File: config.mk
export PLATFORM = sky130hd
export DESIGN_NAME = axi2mem_w_fifo
export DESIGN_NICKNAME = d
export VERILOG_FILES = /design/src/rtl/axi2mem_w_fifo.sv
export SDC_FILE = /design/constraint.sdc
export NUM_CORES = 1
export LEC_CHECK = 0
export BUFFER_PORTS_ARGS = -buffer_cell sky130_fd_sc_hd__buf_2
export CAP_MARGIN = 10
export CORE_MARGIN = 4
export CORE_UTILIZATION = 50
export CTS_CLUSTER_DIAMETER = 40
export DETAILED_ROUTE_END_ITERATION = 8
export PLACE_DENSITY_LB_ADDON = 0.12
export SLEW_MARGIN = 20
export SYNTH_ARGS = -nofsm -noshare
export SYNTH_HDL_FRONTEND = slang
export SYNTH_SLANG_ARGS = --single-unit
File: constraint.sdc
create_clock -name clk_i -period 4.55 [get_ports clk_i]
set_input_delay 0.455 -clock clk_i [delete_from_list [all_inputs] [get_ports clk_i]]
set_output_delay 0.455 -clock clk_i [all_outputs]
set_load 0.01 [all_outputs]
File: src/rtl/axi2mem_w_fifo.sv
// AXI W-channel buffer: DEPTH-entry circular FIFO with fill/burst occupancy and
// optional store-and-forward release (a burst is held until its last beat is stored).
module axi2mem_w_fifo #(
    parameter int DATA_WIDTH = 64,
    parameter int USER_WIDTH = 6,
    parameter int DEPTH      = 4,
    parameter int STORE_FWD  = 0,
    parameter int STRB_WIDTH = DATA_WIDTH / 8,
    parameter int CNT_WIDTH  = $clog2(DEPTH + 1)
) (
    input  logic                  clk_i,
    input  logic                  rst_i,
    input  logic                  slave_valid_i,
    input  logic [DATA_WIDTH-1:0] slave_data_i,
    input  logic [STRB_WIDTH-1:0] slave_strb_i,
    input  logic [USER_WIDTH-1:0] slave_user_i,
    input  logic                  slave_last_i,
    output logic                  slave_ready_o,
    output logic                  master_valid_o,
    output logic [DATA_WIDTH-1:0] master_data_o,
    output logic [STRB_WIDTH-1:0] master_strb_o,
    output logic [USER_WIDTH-1:0] master_user_o,
    output logic                  master_last_o,
    input  logic                  master_ready_i,
    output logic [CNT_WIDTH-1:0]  fill_o,
    output logic [CNT_WIDTH-1:0]  bursts_o
);
    localparam int PTR_WIDTH   = $clog2(DEPTH);
    localparam int ENTRY_WIDTH = USER_WIDTH + STRB_WIDTH + DATA_WIDTH + 1;
    localparam logic [CNT_WIDTH-1:0] FULL_CNT = CNT_WIDTH'(DEPTH);

    logic [ENTRY_WIDTH-1:0] mem_q [DEPTH];
    logic [ENTRY_WIDTH-1:0] head;
    logic [PTR_WIDTH-1:0]   wr_ptr_q, wr_ptr_d, rd_ptr_q, rd_ptr_d;
    logic [CNT_WIDTH-1:0]   count_q, count_d, bursts_q, bursts_d;
    logic                   stream_q, stream_d;
    logic                   push, pop, push_last, pop_last;
    logic                   not_empty, release_ok;

    // Ready depends only on registered state (plus reset), never on master_ready_i.
    assign slave_ready_o = rst_i | (count_q != FULL_CNT);
    assign push          = slave_valid_i & slave_ready_o & ~rst_i;
    assign pop           = master_valid_o & master_ready_i;
    assign push_last     = push & slave_last_i;
    assign pop_last      = pop & master_last_o;

    assign not_empty  = (count_q != '0);
    // The full term lets bursts longer than DEPTH drain instead of deadlocking.
    assign release_ok = (bursts_q != '0) | (count_q == FULL_CNT) | stream_q;
    assign master_valid_o = (STORE_FWD == 0) ? not_empty : (not_empty & release_ok);

    assign head          = mem_q[rd_ptr_q];
    assign master_last_o = head[0];
    assign master_data_o = head[DATA_WIDTH:1];
    assign master_strb_o = head[DATA_WIDTH+STRB_WIDTH:DATA_WIDTH+1];
    assign master_user_o = head[ENTRY_WIDTH-1 -: USER_WIDTH];

    assign fill_o   = count_q;
    assign bursts_o = bursts_q;

    always_ff @(posedge clk_i) begin
        if (push) begin
            mem_q[wr_ptr_q] <= {slave_user_i, slave_strb_i, slave_data_i, slave_last_i};
        end
    end

    always_comb begin
        wr_ptr_d = push ? wr_ptr_q + PTR_WIDTH'(1) : wr_ptr_q;
        rd_ptr_d = pop  ? rd_ptr_q + PTR_WIDTH'(1) : rd_ptr_q;

        count_d = count_q;
        case ({push, pop})
            2'b10:   count_d = count_q + CNT_WIDTH'(1);
            2'b01:   count_d = count_q - CNT_WIDTH'(1);
            default: count_d = count_q;
        endcase

        bursts_d = bursts_q;
        case ({push_last, pop_last})
            2'b10:   bursts_d = bursts_q + CNT_WIDTH'(1);
            2'b01:   bursts_d = bursts_q - CNT_WIDTH'(1);
            default: bursts_d = bursts_q;
        endcase

        // Once a burst starts leaving, keep it flowing until its last beat.
        stream_d = stream_q;
        if (pop) begin
            stream_d = ~master_last_o;
        end
    end

    always_ff @(posedge clk_i) begin
        if (rst_i) begin
            wr_ptr_q <= '0;
            rd_ptr_q <= '0;
            count_q  <= '0;
            bursts_q <= '0;
            stream_q <= 1'b0;
        end else begin
            wr_ptr_q <= wr_ptr_d;
            rd_ptr_q <= rd_ptr_d;
            count_q  <= count_d;
            bursts_q <= bursts_d;
            stream_q <= stream_d;
        end
    end

    always @(posedge clk_i) begin
        if (!rst_i) begin
            assert (!(push && (count_q == FULL_CNT)));
            assert (!(pop && (count_q == '0)));
            assert (bursts_q <= count_q);
        end
    end
endmodule

* After elaboration in Yosys (flattened, before gate mapping) *
Memories as Yosys holds them, arrays and structs flattened. A register that Yosys moved wholly into a read port is not among the register bits.
Cells that the tools add are included.

word-level totals
  register bits = 10
  RAM bits = 316
  input port bits = 83
  output and inout port bits = 87
  memories = 1

cells by class
  $add $sub $neg = 6
  eq/ne operators = 5
  muxes and demuxes = 6
  bitwise gates (word level) = 7
  reductions and logical operators = 3

memories
  memory  words  width  rd ports  clocked after Yosys merged registers in  write ports  RTL line  text
  mem_q   4      79     1         1                                        1            32        logic [ENTRY_WIDTH-1:0] mem_q [DEPTH];

operators with widths
  kind                                                  count
  case mux 3 bit (2 select lines)                       2
  adder 3 x 1 -> 3 bit (second input constant)          2
  subtractor 3 x 1 -> 3 bit (second input constant)     2
  AND 1 bit                                             5
  adder 2 x 1 -> 2 bit (second input constant)          2
  equality test 2 x 1 -> 1 bit (second input constant)  2
  equality test 2 bit (second input constant)           2
  2-to-1 mux 2 bit                                      2
  nonzero test 2 bit                                    2
  inequality test 3 bit (second input constant)         1
  nonzero test 3 bit                                    1
  2-to-1 mux 1 bit                                      2
  NOT 1 bit                                             1
  OR 1 bit                                              1

* Logic depth before layout (Yosys ltp) *
  depth in word-level cells = 7
  depth in mapped cells = 9
  mapped depth without buffers = 9

* Worst setup path before layout *
Ideal clock, no wire load.

  path type = reg2reg
  start = register count_q[0], in the netlist fill_o[0]
  end = memory mem_q[0][0] in the netlist's numbering (enable)
  library setup time = 0.446 ns
  data arrival time = 2.891 ns
  required time = 4.104 ns
  path slack = 1.213 ns
  stages on the path, launching flop included = 4
  path buffers = 0
  period minus slack after synthesis = 3.337 ns
  cells stage by stage = dfxtp_1 nor2_1 a211oi_1 and2_1

on the way
  longest elaborated chain between the ends = 6

ends and longest elaborated chain
  element                                 RTL line  text
  start: declaration                      35        logic [CNT_WIDTH-1:0] count_q, count_d, bursts_q, bursts_d;
  start signal: assignment                102       count_q <= count_d;
  inequality test 3 bit                   41        assign slave_ready_o = rst_i | (count_q != FULL_CNT);
  OR 1 bit                                41
  AND 1 bit (2 in a row)                  42        assign push = slave_valid_i & slave_ready_o & ~rst_i;
  2-to-1 mux 1 bit                        62        if (push) begin
  2-to-1 mux 1 bit (implied by the code)  63        mem_q[wr_ptr_q] <= {slave_user_i, slave_strb_i, slave_data_i, slave_last_i};
  end: declaration                        32

No other way between the ends.

==> impl_metrics.ini <==
[outcome]
run_status = complete, no violations

[global_routing]
pin_count_of_the_biggest_net_entering_global_routing = 57
grt_pass1_vias = 6000
residual_overflow_from_global_routing = 0
wire_length_of_the_first_global_routing_pass_um = 33700
gr-usage-all-layers_pct = 16.72
grt_antenna_before_repair = 3

[worst_setup_path]
crit_type = flip-flop to primary output
critPathArrivalTime_ns = 2.54
required_worst_endpoint_ns = 4.09
timing.critical_path.from_type = flip-flop
crit_path_max_fanout = 46
worstSetupEndpointType = primary output

[synth]
synth_fp_nets = 577
synth_area_leaders = edfxtp_1 (79%), mux4_2 (15%), dfxtp_1 (2.0%)
ys_ff_latch = 328
synth_seq_area_share_pct = 80.61
synthesized_area_um2 = 12070
yosys.area.top_type_share_pct = 78.62
yosys_warnings = 0
synth_cell_type_count = 26
syn_area_per_cell_um2 = 24.84
synthDominantAreaCellType = edfxtp_1
synthesis.instances = 486

[sta]
timing.hold.ws_ns = 0.1530
timing.final.hold_violations = 0
unrepaired_setup_endpoints_after_global_routing = false
worstMarginPinSlew_ns = 0.8718
setup_viol_count_final = 0
timing.final.crit_share_pct = 65.82
report.final.slew_viol_count = 0
fin_crit_ns = 2.995
maxSlewHeadroom_pct = 41.88
fin_skew_ns = 0.01393
fmax_ghz = 0.3339
tns_ns = 0

[route]
detailroute.via_count = 5588
remaining_drc_errors = 0
via_per_inst = 5.383
drt_wl_total_um = 22040
detail_route.first_pass.iterations = 4
number_of_design_rule_violations_left_by_the_first_detailed_router_iteration = 322
postRouteAntennaNets = 0
wire_per_inst_um = 21.23

[floorplanning]
die_wd_um = 163.4
total_die_area_um2 = 26690
std_cell_rows = 56
fp.dieH_um = 163.4
start_util_pct = 51.12
io_pins = 170
core_area_um2 = 23610

[clock_network]
clkSlewWorstSetupHoldPaths_ns = 0.06
cts.root.buffer_cell = clkbuf_16
ctsResizeCount = 0
cts.hold.buffers_added = 0
post-cts-setup-buffers = 0
cts.sink_count = 328
insertion_delay_ns = 0.51
htree_levels = 2
cts_tree = done
cts_buffers = 40
clock_tree.buffer_depth = 3

[placed_design]
io_buffer_count = 169
final_wtd_congestion = 0.7573
place_hpwl_um = 13230
placement.cell_area_um2 = 13260

[min_path]
min_path_type = input port to flip-flop

[layout]
final_layout_size_suffix_gt1_share_pct = 45.90
stdcell_area_um2 = 14620
layout.cells.most_common = edfxtp_1
areaGrowthSynthToFinish_pct = 21.13
num-fill-cells = 1671
finish.net_count = 779
insertedDiodeCount = 0
layout_common_cells = edfxtp_1 (316), buf_2 (169), mux4_2 (79)

[power]
worst_ir_drop_vdd_uv = 381.5
leakage_nw = 4.913
power_density_over_the_cells_nw_per_um2 = 561.2

[job]
cap_violations = 0
[critical path: stages (launching register included)]
cell,delay [ns]
dfxtp_4,0.79
buf_12,0.43
mux4_2,0.58
buf_2,0.17
[synth_stat cells (all sizes together)]
cell / number
o311ai: 1
mux4: 79
mux2: 1
ha: 6
nand2: 1
o21ai: 2
o31a: 1
xnor2: 1
dfxtp: 12
buf: 13
and2: 5
a21oi: 5
a211oi: 1
nand3b: 1
nand2b: 2
inv: 10
xor2: 5
nor2: 12
fa: 2
mux2i: 1
or3: 3
edfxtp: 316
clkbuf: 6
[final cells by class]
type                    count  area (um^2)  share of cell area, %
clock buffers              46         1045                  7.146
clock inverters            27        311.5                  2.131
inverters                  10        37.54                 0.2567
multi-input cells         129         2157                  14.75
flip-flops and latches    328         9737                  66.60
well taps                 319        399.1                  2.730
repair buffers            179        933.4                  6.384
[kinds of logic (layout without fill, tap and decap cells)]
logic type	Yosys count	count (layout)	synth area share [%]
AO/OA/AOI/OAI	10	10	0.4976
XOR/XNOR	6	6	0.4354
adder cells (fa/ha/maj)	8	8	0.9537
buffers and inverters	29	262	1.607
flip-flops	328	328	80.61
multiplexers	81	81	14.92
AND/OR/NAND/NOR	24	24	0.9847
[routing by layer]
| metal | wire length (um) | part of all wire [%] | vias up | GRT usage (%) |
|---|---|---|---|---|
| met5 | 45 | 0.20 | - | 0 |
| met3 | 1564 | 7.1 | 40 | 4.542 |
| met1 | 9067 | 41 | 2902 | 22.21 |
| li1 | - | - | 2468 | - |
| met2 | 10900 | 49 | 172 | 27.53 |
| met4 | 455 | 2.1 | 6 | 4.994 |
[power by group]
| part | internal, W | switching, W |
|---|---|---|
| Sequential | 0.00349 | 0.000156 |
| Clock | 0.00196 | 0.00118 |
| Combinational | 0.000730 | 0.000687 |
[worst paths after layout]
check / from / endpoint / slack (ns) / cells past startpoint
max reg2reg: fill_o[0]$_SDFFE_PP0P_ / mem_q[0][56]$_DFFE_PP_ / 1.80 / 4
min reg2reg: bursts_o[2]$_SDFFE_PP0P_ / bursts_o[2]$_SDFFE_PP0P_ / 0.52 / 2
min: slave_data_i[40] / mem_q[1][41]$_DFFE_PP_ / 0.15 / 1
max: flip-flop / master_strb_o[4] / 1.56 / 3
[flip-flops by register name, indices dropped and copies added (netlist names), named ones only]
| name | flops |
|---|---|
| bursts_o | 3 |
| fill_o | 3 |
| mem_q | 316 |
| rd_ptr_q | 2 |
| wr_ptr_q | 2 |
[metrics by stage]
stage                     util, %  worst slack [ns]  instances  total power, W
after floorplan                 -             1.213        486        0.004686
after global placement      56.17             1.784        965        0.005141
after detailed placement    56.17             1.692        965        0.005165
after CTS                   61.92             1.453       1038        0.008328
after global routing        61.92             1.334       1038        0.008560
final                       61.92             1.555       1038        0.008206
No activity file was read; power rests on OpenSTA's default activity.
